`config.mk`:
```
export PLATFORM = sky130hd
export DESIGN_NAME = addr_map_cfg
export DESIGN_NICKNAME = d
export VERILOG_FILES = /design/src/rtl/addr_map_cfg.sv
export SDC_FILE = /design/constraint.sdc
export NUM_CORES = 2
export LEC_CHECK = 0
export ABC_AREA = 1
export BUFFER_PORTS_ARGS = -buffer_cell sky130_fd_sc_hd__buf_2
export CORE_MARGIN = 2
export CORE_UTILIZATION = 60
export DETAILED_ROUTE_END_ITERATION = 6
export GPL_ROUTABILITY_DRIVEN = 0
export PLACE_DENSITY = 0.78
export SYNTH_ARGS = -nofsm -noshare
export SYNTH_HDL_FRONTEND = slang
export SYNTH_SLANG_ARGS = --single-unit
export TNS_END_PERCENT = 10
```
`constraint.sdc`:
```
create_clock -name clk_i -period 8 [get_ports clk_i]
set_clock_uncertainty 0.1 [all_clocks]
set_input_delay 0.8 -clock clk_i [delete_from_list [all_inputs] [get_ports clk_i]]
set_output_delay 0.8 -clock clk_i [all_outputs]
set_load 0.02 [all_outputs]
```
`src/rtl/addr_map_cfg.sv`:
```
// Runtime-programmable address decoder: a register-port-written rule table
// and a one-deep registered lookup pipeline with miss/multi-hit reporting.
module addr_map_cfg #(
    parameter int unsigned NrRules      = 9,
    parameter int unsigned AddrWidth    = 64,
    parameter int unsigned CntWidth     = 32,
    parameter int unsigned IdxWidth     = (NrRules > 1) ? $clog2(NrRules) : 1,
    parameter int unsigned CfgAddrWidth = $clog2(3 * NrRules + 1)
) (
    input  logic                    clk_i,
    input  logic                    rst_ni,
    input  logic                    cfg_req_i,
    input  logic                    cfg_we_i,
    input  logic [CfgAddrWidth-1:0] cfg_addr_i,
    input  logic [AddrWidth-1:0]    cfg_wdata_i,
    output logic                    cfg_rvalid_o,
    output logic [AddrWidth-1:0]    cfg_rdata_o,
    output logic                    cfg_err_o,
    input  logic                    lk_valid_i,
    output logic                    lk_ready_o,
    input  logic [AddrWidth-1:0]    lk_addr_i,
    output logic                    res_valid_o,
    input  logic                    res_ready_i,
    output logic                    res_hit_o,
    output logic                    res_multi_o,
    output logic [IdxWidth-1:0]     res_idx_o
);

    localparam int unsigned CntIdx = 3 * NrRules;

    logic [AddrWidth-1:0] r_base [NrRules];
    logic [AddrWidth-1:0] r_len  [NrRules];
    logic [NrRules-1:0]   r_en;
    logic [NrRules-1:0]   r_lock;
    logic [CntWidth-1:0]  r_miss_cnt;

    logic [NrRules-1:0]   w_sel_base;
    logic [NrRules-1:0]   w_sel_len;
    logic [NrRules-1:0]   w_sel_ctrl;
    logic                 w_sel_locked;
    logic [AddrWidth-1:0] w_rd_val;
    logic                 w_is_cnt;
    logic                 w_bad;
    logic                 w_wr;
    logic                 w_cfg_err;
    logic                 w_cnt_clr;

    logic [NrRules-1:0]   w_match;
    logic                 w_hit;
    logic                 w_multi;
    logic [IdxWidth-1:0]  w_idx;
    logic                 w_lk_fire;

    // Decode the register word index into per-rule field selects and read data
    always_comb begin
        w_sel_base   = '0;
        w_sel_len    = '0;
        w_sel_ctrl   = '0;
        w_sel_locked = 1'b0;
        w_rd_val     = '0;
        for (int unsigned i = 0; i < NrRules; i++) begin
            if (cfg_addr_i == CfgAddrWidth'(3 * i)) begin
                w_sel_base[i] = 1'b1;
                w_sel_locked  = r_lock[i];
                w_rd_val      = r_base[i];
            end
            if (cfg_addr_i == CfgAddrWidth'(3 * i + 1)) begin
                w_sel_len[i]  = 1'b1;
                w_sel_locked  = r_lock[i];
                w_rd_val      = r_len[i];
            end
            if (cfg_addr_i == CfgAddrWidth'(3 * i + 2)) begin
                w_sel_ctrl[i] = 1'b1;
                w_sel_locked  = r_lock[i];
                w_rd_val      = AddrWidth'({r_lock[i], r_en[i]});
            end
        end
        w_is_cnt = (cfg_addr_i == CfgAddrWidth'(CntIdx));
        w_bad    = (cfg_addr_i >  CfgAddrWidth'(CntIdx));
        if (w_is_cnt) begin
            w_rd_val = AddrWidth'(r_miss_cnt);
        end
    end

    assign w_wr      = cfg_req_i && cfg_we_i && !w_bad && !w_sel_locked;
    assign w_cfg_err = cfg_req_i && (w_bad || (cfg_we_i && w_sel_locked));
    assign w_cnt_clr = w_wr && w_is_cnt;

    // Rule table; a locked rule blocks all writes so lock stays set until reset
    always_ff @(posedge clk_i or negedge rst_ni) begin
        if (!rst_ni) begin
            for (int unsigned i = 0; i < NrRules; i++) begin
                r_base[i] <= '0;
                r_len[i]  <= '0;
            end
            r_en   <= '0;
            r_lock <= '0;
        end else begin
            for (int unsigned i = 0; i < NrRules; i++) begin
                if (w_wr && w_sel_base[i]) begin
                    r_base[i] <= cfg_wdata_i;
                end
                if (w_wr && w_sel_len[i]) begin
                    r_len[i] <= cfg_wdata_i;
                end
                if (w_wr && w_sel_ctrl[i]) begin
                    r_en[i]   <= cfg_wdata_i[0];
                    r_lock[i] <= cfg_wdata_i[1];
                end
            end
        end
    end

    // Register-port response, one cycle after the request
    always_ff @(posedge clk_i or negedge rst_ni) begin
        if (!rst_ni) begin
            cfg_rvalid_o <= 1'b0;
            cfg_rdata_o  <= '0;
            cfg_err_o    <= 1'b0;
        end else begin
            cfg_rvalid_o <= cfg_req_i;
            cfg_err_o    <= w_cfg_err;
            cfg_rdata_o  <= (cfg_req_i && !cfg_we_i && !w_bad) ? w_rd_val : '0;
        end
    end

    // Per-rule range match; subtraction only after base<=addr so it cannot wrap
    always_comb begin
        w_match = '0;
        for (int unsigned i = 0; i < NrRules; i++) begin
            w_match[i] = r_en[i] && (r_len[i] != '0) && (lk_addr_i >= r_base[i])
                         && ((lk_addr_i - r_base[i]) < r_len[i]);
        end
    end

    // Lowest matching index wins; a second match flags multi-hit
    always_comb begin
        w_hit   = 1'b0;
        w_multi = 1'b0;
        w_idx   = '0;
        for (int unsigned i = 0; i < NrRules; i++) begin
            if (w_match[i]) begin
                if (w_hit) begin
                    w_multi = 1'b1;
                end else begin
                    w_idx = IdxWidth'(i);
                end
                w_hit = 1'b1;
            end
        end
    end

    assign lk_ready_o = !res_valid_o || res_ready_i;
    assign w_lk_fire  = lk_valid_i && lk_ready_o;

    // Result register; holds while the consumer stalls
    always_ff @(posedge clk_i or negedge rst_ni) begin
        if (!rst_ni) begin
            res_valid_o <= 1'b0;
            res_hit_o   <= 1'b0;
            res_multi_o <= 1'b0;
            res_idx_o   <= '0;
        end else if (w_lk_fire) begin
            res_valid_o <= 1'b1;
            res_hit_o   <= w_hit;
            res_multi_o <= w_multi;
            res_idx_o   <= w_idx;
        end else if (res_ready_i) begin
            res_valid_o <= 1'b0;
        end
    end

    // Saturating miss counter; a clear on the same edge as a miss wins
    always_ff @(posedge clk_i or negedge rst_ni) begin
        if (!rst_ni) begin
            r_miss_cnt <= '0;
        end else if (w_cnt_clr) begin
            r_miss_cnt <= '0;
        end else if (w_lk_fire && !w_hit && (r_miss_cnt != {CntWidth{1'b1}})) begin
            r_miss_cnt <= r_miss_cnt + CntWidth'(1);
        end
    end

endmodule

```
Yosys cells after proc, flatten, opt, wreduce, memory -nomap -nowiden
Index checks and enable logic that the tools add are counted.
{ "word_totals": {"regBits": 1275, "input_bits": 139, "output_inout_bits": 74, "wordCells": 313} }
{ "op_classes": {"add_sub_neg": 10, "n_lt_le_gt_ge": 19, "n_eq_ne": 28, "n_mux": 128, "reduce_logical": 84} }
{ "op_table": {"columns": ["operator", "count"], "rows": [
  ["two-way mux 64 bit", 29],
  [">= comparator 64 bit", 9],
  ["less-than comparator 64 bit", 9],
  ["nonzero test 64 bit", 9],
  ["subtractor 64 bit", 9],
  ["two-way mux 1 bit", 83],
  ["logical AND 1 bit", 65],
  ["two-way mux 32 bit", 2],
  ["== test 5 bit (second input constant)", 12],
  ["two-way mux 4 bit", 14],
  ["== test 5 x 4 -> 1 bit (second input constant)", 8],
  ["adder 32 x 1 -> 32 bit (second input constant)", 1],
  ["inequality test 32 bit (second input constant)", 1],
  ["== test 5 x 3 -> 1 bit (second input constant)", 4],
  ["== test 5 x 2 -> 1 bit (second input constant)", 2],
  ["== test 5 x 1 -> 1 bit (second input constant)", 1],
  ["> comparator 5 bit (second input constant)", 1],
  ["logical NOT 1 bit", 5],
  ["logical NOT 5 bit", 1],
  ["nonzero test 2 bit", 2],
  ["logical OR 1 bit", 2]
]} }

Longest topological paths before layout
{ "depth": {"depth_word": 32, "mapped_depth": 41, "ltp_nobuf": 40} }

Least setup slack after synthesis
OpenSTA, ideal clock, no wires.
{ "synth_timing": {"path_kind": "input-to-reg", "start": "input lk_addr_i[0]", "end": "register r_miss_cnt[1]", "setup_time_ps": 119, "t_arrival_ps": 5646, "t_required_ps": 7781, "setup_slack_ps": 2134, "stages": 37, "n_path_buf": 1, "cell_sequence": "inv_1 ha_1 inv_1 fa_1 nand3_1 nand2_1 a21oi_2 o21bai_2 a21boi_2 o21ai_2 a21boi_0 o21ai_0 nand2_1 nand2_1 a21boi_0 nor2_1 nor2_1 xor2_1 inv_1 ha_1 nand2_1 nor2_1 nand4_1 nor4_1 nand2_1 o211a_1 o211ai_1 nor2_1 nand3_1 nand2_1 nor2_4 nand3_4 nor2_8 nand2_4 buf_6 nand3_1 nand2_1"} }
{ "synth_via": {"elab_chain_len": 16, "elab_cells_between_ends": 58, "classes_between": "add/sub (9); order compare (18); mux (9); reduce/logical (22)"} }
{ "synth_rtl": {"columns": ["element", "line", "source"], "rows": [
  ["start, declared", "21", "input logic [AddrWidth-1:0] lk_addr_i,"],
  ["subtractor 64 bit / >= comparator 64 bit (equally long branches)", "132, 131", null],
  ["less-than comparator 64 bit / logical AND 1 bit (equally long branches)", "132, 131", null],
  ["logical AND 1 bit", "132", "&& ((lk_addr_i - r_base[i]) < r_len[i]);"],
  ["two-way mux 1 bit (8 in series)", "142", "if (w_match[i]) begin"],
  ["two-way mux 1 bit (*)", "142", null],
  ["logical NOT 1 bit (*)", "179", "end else if (w_lk_fire && !w_hit && (r_miss_cnt != {CntWidth{1'b1}})) begin"],
  ["logical AND 1 bit (*) (2 in series)", "179", null],
  ["nonzero test 2 bit (no line) (*)", null, null],
  ["end signal, assigned", "180", "r_miss_cnt <= r_miss_cnt + CntWidth'(1);"],
  ["end, declared", "35", "logic [CntWidth-1:0] r_miss_cnt;"]
]} }
Every way passes the cells marked *; elsewhere a longest branch is shown, timed or not.
A chain may end at the register's enable or synchronous reset.

Worst setup path after layout
{ "layout_timing": {"start": "register r_base[448] in the netlist's numbering", "end": "register r_miss_cnt[14]"} }
{ "layout_via": {"elab_chain_len": 15, "elab_cells_between_ends": 17, "classes_between": "add/sub (1); order compare (2); mux (8); reduce/logical (6)"} }
{ "layout_rtl": {"columns": ["element", "line", "source"], "rows": [
  ["start, declared", "31", "logic [AddrWidth-1:0] r_base [NrRules];"],
  ["start signal, assigned by index", "101", "r_base[i] <= cfg_wdata_i;"],
  ["subtractor 64 bit / >= comparator 64 bit (equally long branches)", "132, 131", null],
  ["less-than comparator 64 bit / logical AND 1 bit (equally long branches)", "132, 131", null],
  ["logical AND 1 bit (*)", "132", null],
  ["two-way mux 1 bit (*) (8 in series)", "142", null],
  ["logical NOT 1 bit (*)", "179", null],
  ["logical AND 1 bit (*) (2 in series)", "179", null],
  ["nonzero test 2 bit (no line) (*)", null, null]
]} }
Marks and branches as above.

==> out/summary.txt <==
Status -> complete, but fails checks
Failing checks -> capacitance limit, slew limit
Mapped Cells -> 14596
Initial core utilization -> 0.603
Setup TNS -> 0 ps
Tightest Pin Transition -> 1490 ps
Buf/Inv on CP -> 2
Synthesized Nets -> 15888
Cts hold-fix bufs -> 2
Post-CTS Setup Bufs -> 0
Port Buffers -> 212
Nets -> 15870
RSZ-0062 raised after global routing -> no
Post-synthesis cell type count -> 71
Largest stage delay on the critical path -> 410 ps
Syn Area/Cell -> 7.17 sq um
Share of flip-flops with an asynchronous set or reset -> 1.00
EDFF count, synth -> 0
Tot GR Track Use -> 0.401
Worst path slowest cell -> dfrtp_1
Post_cts resized -> 0
H-tree depth -> 4
Iter 0 DRT Violations -> 13966
Fillers -> 15653
DR DRC count -> 0
Rows -> 153
Antenna violations before repair -> 7
Die Y -> 422 microns
YS warnings -> 0
Latest clock arrival within the worst-skew pair -> 870 ps
Leakage -> 0.0516 uW
Routed wire per std cell -> 21.6 microns
Overflow after GRT -> 0
Top FF cell, synth -> dfrtp_1
Final hold vios -> 0
Vias -> 104350
CP arrival -> 7590 ps
Hold crit path type -> primary input to register
First-pass GRT wire length -> 551000 microns
CP Class -> register to register
I/O Pins -> 213
Via density per instance -> 6.13
Pwr Density -> 221 mW/mm^2
Rel. slew slack -> -0.00161
Worst-path clk slew -> 60 ps
Routed Antenna Nets -> 0
Root Driver -> clkbuf_16
Total Routed Length -> 367000 microns
Synth Register Bits -> 1275
WP data required -> 8610 ps
Max_cap viols -> 1
Fin crit share -> 0.872
Tmin final -> 6970 ps
Seq/Total Area, Yosys -> 0.305
Clock sinks -> 1275
HPWL after DPL -> 291000 microns
Hold slack -> 131 ps
Crit path launch type -> register
Endpoints failing setup -> 0
Largest net degree at the start of global routing -> 161
Worst-path fanout max -> 32
Die ar. -> 0.178 sq mm
CTS tree -> yes
Cell family with most CP delay -> simple AND/OR/NAND/NOR gates
Vias in the first global route -> 96485
Layout area overhead -> 7.25%
Die X -> 422 microns
Final slew viol count -> 1
Max clock buf depth -> 3
DRT Pass-1 Iters -> 7
CP Capture Type -> register
Post-Syn Area -> 0.105 sq mm
CTS Buf Count -> 151
Share of cells above drive strength 1 -> 0.0456
Most frequent CP cell -> nand2_1
Max frequency -> 143 MHz
Core ar. -> 0.174 sq mm
VDD IR max -> 0.000210 V
==> cell families (layout without fill, tap and decap cells) <==
logic type / Yosys count / after routing / synth area share
simple gates: 4831 / 4831 / 0.191
compound gates: 3968 / 3968 / 0.210
buf+inv: 2796 / 2896 / 0.107
flops: 1275 / 1275 / 0.305
fa+ha+maj: 1153 / 1153 / 0.138
xor+xnor: 573 / 573 / 0.0479
other cells: 0 / 1 / 0
==> stage by stage <==
step	instance area, sq um	utilization	total power (uW)	std cells	setup WS [ps]
after detailed placement	107000	0.617	17400	16748	411
final	112000	0.647	24900	17022	1030
after CTS	112000	0.647	24600	17021	1210
after floorplan	105000	-	14500	14596	2130
after global routing	112000	0.647	26300	17021	676
after global placement	107000	0.617	17100	16748	532
==> worst min-delay path: stages <==
cell,delay (ps)
buf_2,70
inv_1,30
nand2_1,80
nand2_1,60
==> power by group <==
| part | total, uW | leakage [uW] | internal, uW | switching (uW) |
|---|---|---|---|---|
| clock | 7210 | 0.00250 | 4100 | 3100 |
| combinational | 9850 | 0.0318 | 3530 | 6320 |
| sequential | 7790 | 0.0173 | 7150 | 637 |
| total | 24900 | 0.0516 | 14800 | 10100 |
==> routing by layer <==
layer  track usage  part of all wire  up-vias
li1              -                 -    48823
met1         0.531              0.38    48383
met2         0.595              0.42     5936
met3        0.0753              0.12     1202
met4         0.271             0.080        6
met5             0          0.000076        -
==> flip-flops by register name, summed over array words and instances (netlist names), 4 cells and up <==
signal       flops
r_len          576
r_en             9
cfg_rdata_o     64
r_lock           9
r_base         576
r_miss_cnt      32
res_idx_o        4
==> synth_stat cells, drive strengths merged, types with 58 or more instances <==
cell	n	area, sq um
o21a	66	495
xor2	378	3310
o221ai	58	508
o2111ai	151	1320
dfrtp	1275	31900
ha	1144	14300
xnor2	195	1710
nand2	3157	11900
nor2	834	3190
a21oi	1348	6800
o21ai	1850	9290
nor3	100	505
nand4	307	1920
nand3	251	1300
inv	2320	8710
clkbuf	202	828
nor4	146	926
buf	274	1710
a31oi	184	1150
==> final cells by class <==
type                            count  area (sq um)  area share
Inverter                         2320          8710      0.0776
Tap cell                         2325          2910      0.0259
Antenna cell                        1          2.50   0.0000223
Sequential cell                  1275         31900       0.284
Clock buffer                      208          4300      0.0383
Multi-Input combinational cell  10525         61700       0.550
Timing Repair Buffer              305          1930      0.0172
Clock inverter                     63           815     0.00725
==> path summary, 6_finish.rpt <==
| path | startpoint | end | slack (ps) | cells past startpoint |
|---|---|---|---|---|
| max | r_base[448]$_DFFE_PN0P_ | r_miss_cnt[14]$_DFFE_PN0P_ | 1030 | 35 |
| min | res_ready_i | res_valid_o$_DFFE_PN0P_ | 130 | 4 |
| max reg2reg | r_base[448]$_DFFE_PN0P_ | r_miss_cnt[14]$_DFFE_PN0P_ | 1030 | 35 |
| min reg2reg | r_base[573]$_DFFE_PN0P_ | r_base[573]$_DFFE_PN0P_ | 380 | 2 |
| max in group asynchronous | rst_ni | r_len[562]$_DFFE_PN0P_ | 5370 | 4 |
| min in group asynchronous | rst_ni | cfg_rdata_o[10]$_DFF_PN0_ | 510 | 2 |
==> cell usage in the layout, fill, tap and decap left out, drive strengths merged, types with 47 or more instances in the layout <==
cell	synthesis	routed
a211oi	54	54
a21oi	1348	1348
a31oi	184	184
buf	274	303
clkbuf	202	208
dfrtp	1275	1275
ha	1144	1144
inv	2320	2329
nand2	3157	3157
nand3	251	251
nand4	307	307
nor2	834	834
nor3	100	100
nor4	146	146
o2111ai	151	151
o211ai	47	47
o21a	66	66
o21ai	1850	1850
o221ai	58	58
xnor2	195	195
xor2	378	378
Power figures use the tool's default switching activity.
